File: config.mk
export PLATFORM = sky130hd
export DESIGN_NAME = gray_ptr_sync
export DESIGN_NICKNAME = d
export VERILOG_FILES = /design/src/rtl/gray_ptr_sync_pkg.sv /design/src/rtl/gray_ptr_sync_sync_chain.sv /design/src/rtl/gray_ptr_sync.sv
export SDC_FILE = /design/constraint.sdc
export NUM_CORES = 1
export LEC_CHECK = 0
export CORE_MARGIN = 2
export CORE_UTILIZATION = 40
export CTS_CLUSTER_SIZE = 30
export DETAILED_ROUTE_END_ITERATION = 10
export PLACE_DENSITY = 0.77
export SYNTH_ARGS = -nofsm -noshare
export SYNTH_HDL_FRONTEND = slang
export SYNTH_SLANG_ARGS = --single-unit
File: constraint.sdc
create_clock -name clk -period 4.7 [get_ports clk]
set_input_delay 1.175 -clock clk [delete_from_list [all_inputs] [get_ports clk]]
set_output_delay 1.175 -clock clk [all_outputs]
set_load 0.02 [all_outputs]
File: src/rtl/gray_ptr_sync_pkg.sv
// rtl/gray_ptr_sync_pkg.sv - shared FIFO pointer constants and Gray/binary conversion helpers
package gray_ptr_sync_pkg;

  // Widest pointer any FIFO pointer block may use; helpers operate at this width.
  localparam int PTR_MAX_WIDTH = 16;
  localparam int PTR_MIN_WIDTH = 2;
  localparam int SYNC_MIN_STAGES = 2;
  localparam int SYNC_MAX_STAGES = 4;

  // Gray to binary: each binary bit is the XOR of all Gray bits at or above it.
  // Narrower pointers are zero-extended by the caller, so the extra MSBs add nothing.
  function automatic logic [PTR_MAX_WIDTH-1:0] gray_to_bin(input logic [PTR_MAX_WIDTH-1:0] g);
    logic [PTR_MAX_WIDTH-1:0] b;
    b[PTR_MAX_WIDTH-1] = g[PTR_MAX_WIDTH-1];
    for (int i = PTR_MAX_WIDTH - 2; i >= 0; i--) begin
      b[i] = b[i+1] ^ g[i];
    end
    return b;
  endfunction

  // Binary to Gray: adjacent-bit XOR, used by the source-side pointer blocks.
  function automatic logic [PTR_MAX_WIDTH-1:0] bin_to_gray(input logic [PTR_MAX_WIDTH-1:0] b);
    return b ^ (b >> 1);
  endfunction

endpackage

File: src/rtl/gray_ptr_sync_sync_chain.sv
// rtl/gray_ptr_sync_sync_chain.sv - multi-flop synchronizer for a Gray-coded pointer bus
module sync_chain
  import gray_ptr_sync_pkg::*;
#(
  parameter int WIDTH  = 7,
  parameter int STAGES = 2
) (
  input  logic             clk,
  input  logic             rst_n,
  input  logic             sclr,
  input  logic [WIDTH-1:0] din,
  output logic [WIDTH-1:0] dout
);

  // Synchronizer depth outside the supported range is a configuration error.
  if (STAGES < SYNC_MIN_STAGES || STAGES > SYNC_MAX_STAGES) begin : g_bad_stages
    $error("sync_chain: STAGES must be in 2..4");
  end

  // Stage registers are flop-to-flop only so placement can keep them adjacent.
  (* ASYNC_REG = "TRUE" *) logic [WIDTH-1:0] stage [STAGES];

  // Shift the sampled pointer down the chain; flush clears every stage.
  always_ff @(posedge clk or negedge rst_n) begin
    if (!rst_n) begin
      for (int i = 0; i < STAGES; i++) begin
        stage[i] <= '0;
      end
    end else if (sclr) begin
      for (int i = 0; i < STAGES; i++) begin
        stage[i] <= '0;
      end
    end else begin
      stage[0] <= din;
      for (int i = 1; i < STAGES; i++) begin
        stage[i] <= stage[i-1];
      end
    end
  end

  assign dout = stage[STAGES-1];

endmodule

File: src/rtl/gray_ptr_sync.sv
// rtl/gray_ptr_sync.sv - Gray pointer synchronizer with binary decode and advance tracking
module gray_ptr_sync
  import gray_ptr_sync_pkg::*;
#(
  parameter int PTR_WIDTH = 7,
  parameter int STAGES    = 2
) (
  input  logic                 clk,
  input  logic                 rst_n,
  input  logic                 sclr,
  input  logic [PTR_WIDTH-1:0] gray_in,
  output logic [PTR_WIDTH-1:0] gray_out,
  output logic [PTR_WIDTH-1:0] bin_out,
  output logic [PTR_WIDTH-1:0] delta,
  output logic                 advanced,
  output logic                 skipped
);

  // Pointer width outside what the shared helpers support is a configuration error.
  if (PTR_WIDTH < PTR_MIN_WIDTH || PTR_WIDTH > PTR_MAX_WIDTH) begin : g_bad_width
    $error("gray_ptr_sync: PTR_WIDTH must be in 2..16");
  end

  logic [PTR_WIDTH-1:0] new_bin;
  logic [PTR_WIDTH-1:0] diff;
  logic                 moved;

  sync_chain #(
    .WIDTH  (PTR_WIDTH),
    .STAGES (STAGES)
  ) u_sync_chain (
    .clk   (clk),
    .rst_n (rst_n),
    .sclr  (sclr),
    .din   (gray_in),
    .dout  (gray_out)
  );

  // Decode the synchronized pointer and measure forward distance from the last value.
  always_comb begin
    new_bin = PTR_WIDTH'(gray_to_bin(PTR_MAX_WIDTH'(gray_out)));
    diff    = new_bin - bin_out;
    moved   = (new_bin != bin_out);
  end

  // Register the decoded pointer and its advance status; flush overrides the update.
  always_ff @(posedge clk or negedge rst_n) begin
    if (!rst_n) begin
      bin_out  <= '0;
      delta    <= '0;
      advanced <= 1'b0;
      skipped  <= 1'b0;
    end else if (sclr) begin
      bin_out  <= '0;
      delta    <= '0;
      advanced <= 1'b0;
      skipped  <= 1'b0;
    end else begin
      bin_out  <= new_bin;
      delta    <= diff;
      advanced <= moved;
      skipped  <= moved && (diff > PTR_WIDTH'(1));
    end
  end

endmodule

==> results.yml, run 1 <==
run_status:
  status: "complete, no violations"
global_routing:
  overflow: 0
  antenna_found_initial: 0
  grt_pass1_vias: 934
  grt_pass1_wl_mm: 3.93
  use_met1_pct: 13.8
  gr-usage-met2_pct: 22.6
  grt.met3_usage_pct: 5.41
  grt_max_degree: 27
  busiest_layer: "met2"
  grt.total_usage_pct: 13.0
floorplanning:
  placementRows: 21
  die_w_um: 62.7
  die_h_um: 62.7
  dieArea_um2: 3930
  core_area_um2: 3310
  initial_core_util_pct: 41.6
  ioPinCount: 33
power_and_ir_drop:
  p_switching_uw: 222
  p_sw_share_pct: 31.7
  clockPowerShare_pct: 22.0
  power_density_nw_per_um2: 397
  vdd_ir_drop_max_mv: 0.188
  p_leak_uw: 0.000818
  intPower_uw: 479
  p_seq_share_pct: 42.5
  combPwrFrac_pct: 35.5
logic_synthesis:
  synth_cell_types: 26
  yosysTopAreaCell: "dfrtp_1"
  netlist_area_um2: 1380
  yosysSeqAreaShare_pct: 54.5
  synth_fp_nets: 139
  ys_warn_count: 0
  ys_ff_latch: 30
  avgSynthCellArea_um2: 11.3
  synthTopCellsByArea: "dfrtp_1 54%, nor2b_1 8.2%, ha_1 5.4%"
  yosys.area.top_type_share_pct: 54.5
  synthCells: 122
critical_path:
  start_kind: "register"
  required_ps: 4890
  cp_max_fo: 5
  end_kind: "register"
  arrival_ps: 3460
  worstSetupPathType: "reg2reg"
route:
  drt_iter0_markers: 18
  routed_via_density: 4.50
  wirelength_mm: 2.17
  drc: 0
  routedWlPerCell_um: 10.9
  ant_nets: 0
  first_pass_iters: 4
  vias: 899
final_layout:
  drive_above_1_share_pct: 9.09
  antennaDiodeCount: 0
  nFillCells: 313
  nNetsFinal: 170
  syn2layout_area_growth_pct: 28.2
placement:
  hpwl_mm: 1.72
  gp_congestion: 0.841
  portBuffers: 32
clocking:
  cts_buffers: 5
  cts_resized: 0
  clk_latency_ps: 330
  path_clk_slew_ps: 90
  htree_levels: 2
  clock_sinks: 30
  cts_setup_buffers: 0
  clockRootBuffer: "clkbuf_4"
  clockBufferDepth: 2
  cts_tree: "built"
  cts_hold_buf: 0
timing:
  hold-worst-slack_ps: 464
  clock.fmax_ghz: 0.306
  hold_viol: 0
  tightest_slew_ps: 1070
  period_share_pct: 69.5
  relSlewSlack_pct: 28.7
  skew_ps: 7.47
  finalMaxSlewViolations: 0
  finalSetupViolCount: 0
  post-route-min-period_ps: 3260
  fin_setup_tns_ps: 0
  grt_setup_unrepaired: "no"
flow_run:
  cap_violations: 0
min_path:
  hp-class: "reg2reg"
-- routing by layer --
layer  up-vias  wire length [um]  share of wire [%]
li1        440                 -                  -
met1       424               792                 36
met2        31              1170                 54
met3         4               175                8.1
met4         0                34                1.6
met5         -                 0                  0
-- synthesized netlist by cell type --
cell type	instances
nand2b_1	1
a21oi_1	3
xnor2_1	5
o21ai_1	1
fa_1	1
buf_4	7
and4b_1	1
a31oi_1	2
or2_2	1
nor4_1	1
nor3_1	1
ha_1	6
nand4_1	1
nor2_1	14
nor3b_1	1
inv_1	12
a311oi_1	1
xnor2_2	3
xor2_1	3
nand2_1	1
o21ai_0	3
nor2b_1	18
xnor3_2	1
dfrtp_1	30
clkbuf_1	3
a211oi_1	1
-- critical path, stage by stage, from the launching register on --
cell	delay, ps
dfrtp_1	450
xnor3_2	440
xnor2_2	200
xnor2_2	290
xnor2_2	170
ha_1	190
inv_1	50
fa_1	400
a211oi_1	330
o21ai_1	130
a21oi_1	210
xnor2_1	160
a31oi_1	100
-- power groups by stage --
stage / registers, uW / clock network (uW) / logic [uW]
5_1_grt: 303 / 171 / 273
3_5_place_dp: 304 / 0 / 250
3_3_place_gp: 303 / 0 / 244
4_1_cts: 299 / 161 / 251
6_report: 298 / 154 / 249
2_1_floorplan: 336 / 0 / 129
-- kinds of logic (layout without fill, tap and decap cells) --
logic type	after synthesis	count (layout)	share of synthesized area (%)
adders and majority gates	7	7	6.90
AOI/OAI and AO/OA	11	11	4.63
and+or+nand+nor	40	40	15.7
xor gates and xnor gates	12	12	10.4
buffers and inverters	22	54	7.90
DFF	30	30	54.5
-- worst paths after layout --
check	startpoint	end	slack [ps]	cells past startpoint
worst min register to register	u_sync_chain.stage[7]$_DFF_PN0_	u_sync_chain.dout[0]$_DFF_PN0_	460	1
max in group asynchronous	rst_n	u_sync_chain.stage[10]$_DFF_PN0_	2600	2
worst min-delay path	u_sync_chain.stage[7]$_DFF_PN0_	u_sync_chain.dout[0]$_DFF_PN0_	460	1
min in group asynchronous	rst_n	delta[1]$_DFF_PN0_	1420	1
worst max register to register	u_sync_chain.dout[6]$_DFF_PN0_	skipped$_DFF_PN0_	1440	12
worst max-delay path	u_sync_chain.dout[6]$_DFF_PN0_	skipped$_DFF_PN0_	1440	12
-- area by class of cell --
class / instances / area, um^2 / share of cell area (%)
multi-input cells: 70 / 518 / 29.3
clock buffers: 7 / 55.1 / 3.12
flip-flops and latches: 30 / 751 / 42.5
repair buffers: 34 / 335 / 19.0
clock inverters: 1 / 5.00 / 0.283
well taps: 46 / 57.6 / 3.26
inverters: 12 / 45.0 / 2.55
-- state kept, by name (all words and copies together) (netlist names) --
register / count
bin_out: 7
skipped: 1
advanced: 1
u_sync_chain.dout: 7
delta: 7
u_sync_chain.stage: 7
-- stage by stage --
stage	std cells	total power (uW)	setup slack, ps	area, um^2	utilization [%]
finish	200	701	1440	1770	53.4
detailed placement	192	555	1480	1710	51.5
floorplan	122	465	1760	1380	-
global route	200	747	1210	1770	53.4
CTS	200	712	1450	1770	53.4
global placement	192	546	1640	1710	51.5
-- cell usage in the layout, fill, tap and decap left out, types with 3 or more instances in the layout --
| master | count |
|---|---|
| a21oi_1 | 3 |
| clkbuf_4 | 5 |
| clkdlybuf4s50_1 | 32 |
| dfrtp_1 | 30 |
| ha_1 | 6 |
| inv_1 | 12 |
| nor2_1 | 14 |
| nor2b_1 | 18 |
| o21ai_0 | 3 |
| xnor2_1 | 5 |
| xnor2_2 | 3 |
| xor2_1 | 3 |
No activity file was read; power rests on OpenSTA's default activity.
==> run 2: changes to the inputs <==
Clock period 4.7 ns to 3.1 ns, I/O delays scaled along.
==> run 2 against run 1 <==
Final area grew 5.0%. Core utilization up 2.7 points. Critical path depth is the same. Clock-buffer cell count unchanged. Critical endpoint unchanged.
==> results.yml, run 2 (synthesis results as in run 1) <==
flow_run:
  cap_violations: 0
placement:
  portBuffers: 32
  gp_congestion: 0.801
  dp.cells: 194
  hpwl_mm: 1.70
critical_path:
  arrival_ps: 3200
  cp_max_fo: 3
  critPathMaxStageDelay_ps: 480
  required_ps: 3290
  crit_chain: "xnor3_2, xnor2_4, xnor2_2, xnor2_2, ha_2, inv_2, fa_2, a211oi_2, nor2_1, xnor2_1, and4b_1, a31oi_1"
  worstSetupPathType: "reg2reg"
  start_kind: "register"
  end_kind: "register"
  critPathSlowestCell: "xnor3_2"
  cpMostUsedCell: "xnor2_2"
timing:
  hold_viol: 0
  fin_setup_tns_ps: 0
  period_share_pct: 97.2
  tightest_slew_ps: 609
  grt_setup_unrepaired: "yes"
  finalMaxSlewViolations: 0
  relSlewSlack_pct: 59.3
  clock.fmax_ghz: 0.332
  skew_ps: 10.5
  post-route-min-period_ps: 3010
  finalSetupViolCount: 0
floorplanning:
  dieArea_um2: 3930
  initial_core_util_pct: 41.6
  ioPinCount: 33
  placementRows: 21
  die_w_um: 62.7
  core_area_um2: 3310
  die_h_um: 62.7
power_and_ir_drop:
  p_seq_share_pct: 38.8
  p_switching_uw: 354
  clockPowerShare_pct: 25.4
  power_density_nw_per_um2: 629
  p_sw_share_pct: 30.3
  vdd_ir_drop_max_mv: 0.251
  intPower_uw: 814
  p_leak_uw: 0.000854
  combPwrFrac_pct: 35.8
global_routing:
  gr-usage-met2_pct: 24.5
  antenna_found_initial: 0
  overflow: 0
  grt.met3_usage_pct: 6.49
  grt_pass1_wl_mm: 4.07
  grt_max_degree: 31
  use_met1_pct: 13.7
  grt.total_usage_pct: 13.5
  grt_pass1_vias: 972
  busiest_layer: "met2"
route:
  ant_nets: 0
  wirelength_mm: 2.31
  vias: 936
  drc: 0
  routed_via_density: 4.54
  routedWlPerCell_um: 11.2
  first_pass_iters: 4
  drt_iter0_markers: 17
clocking:
  clockBufferDepth: 2
  cts_tree: "built"
  path_clk_slew_ps: 90
  htree_levels: 2
  clock_sinks: 30
  clockRootBuffer: "clkbuf_4"
  clk_latency_ps: 320
  cts_buffers: 5
min_path:
  hp-class: "reg2reg"
final_layout:
  final_common_cell: "clkdlybuf4s50_1"
  final_cell_mix: "32 x clkdlybuf4s50_1, 30 x dfrtp_1, 18 x nor2b_1"
  antennaDiodeCount: 0
  drive_above_1_share_pct: 15.0
  syn2layout_area_growth_pct: 34.7
  nNetsFinal: 176
  final_cells: 206
run_status:
  status: "complete, no violations"
## run 2: cell type report
class	instances	area (um^2)
multi-input combinational	70	547
fill	301	1460
timing repair buffer	40	380
clock buffer	7	45.0
tap	46	57.6
inverter	12	45.0
sequential	30	751
clock inverter	1	30.0
## run 2: layer usage
layer	vias up	part of all wire (%)
met5	-	0
met4	0	0.61
met3	2	6.9
met2	31	54
met1	453	38
li1	450	-
## run 2: path summary, 6_finish.rpt
path / startpoint / to / slack (ps) / depth (start not counted)
setup / recovery: u_sync_chain.dout[4]$_DFF_PN0_ / skipped$_DFF_PN0_ / 90 / 12
hold reg to reg: u_sync_chain.stage[10]$_DFF_PN0_ / u_sync_chain.dout[3]$_DFF_PN0_ / 470 / 1
hold / removal: u_sync_chain.stage[10]$_DFF_PN0_ / u_sync_chain.dout[3]$_DFF_PN0_ / 470 / 1
min in group asynchronous: rst_n / u_sync_chain.stage[8]$_DFF_PN0_ / 850 / 2
setup reg to reg: u_sync_chain.dout[4]$_DFF_PN0_ / skipped$_DFF_PN0_ / 90 / 12
max in group asynchronous: rst_n / bin_out[5]$_DFF_PN0_ / 1980 / 2
## run 2: metrics by stage
stage	instance area, um^2	power [uW]	utilization [%]	hold slack [ps]	worst slack (ps)
floorplan	1380	705	-	439	162
global route	1860	1240	56.0	490	-65.6
finish	1860	1170	56.0	466	87.2
global placement	1720	832	52.0	442	129
detailed placement	1720	848	52.0	446	-12.8
CTS	1800	1150	54.4	471	59.6
## run 2: critical path, delay by kind of cell, from the launching register on
family          cells  cell delay (ps)
xor+xnor            5             1250
compound gates      2              360
flops               1              370
fa+ha+maj           2              570
buf+inv             1               40
simple gates        2              300
## run 2: timing repair
action	in CTS	in global routing
endpoints found under the setup margin	1	2
pin swaps	0	13
hold buffers	0	0
endpoints found under the hold margin	0	0
buffers inserted	0	4
resized for setup	1	5
## run 2: power groups by stage
| stage | Sequential, uW | Combinational, uW | Clock, uW |
|---|---|---|---|
| 5_1_grt | 459 | 462 | 323 |
| 4_1_cts | 454 | 391 | 307 |
| 2_1_floorplan | 509 | 196 | 0 |
| 6_report | 453 | 418 | 297 |
| 3_3_place_gp | 459 | 374 | 0 |
| 3_5_place_dp | 462 | 386 | 0 |
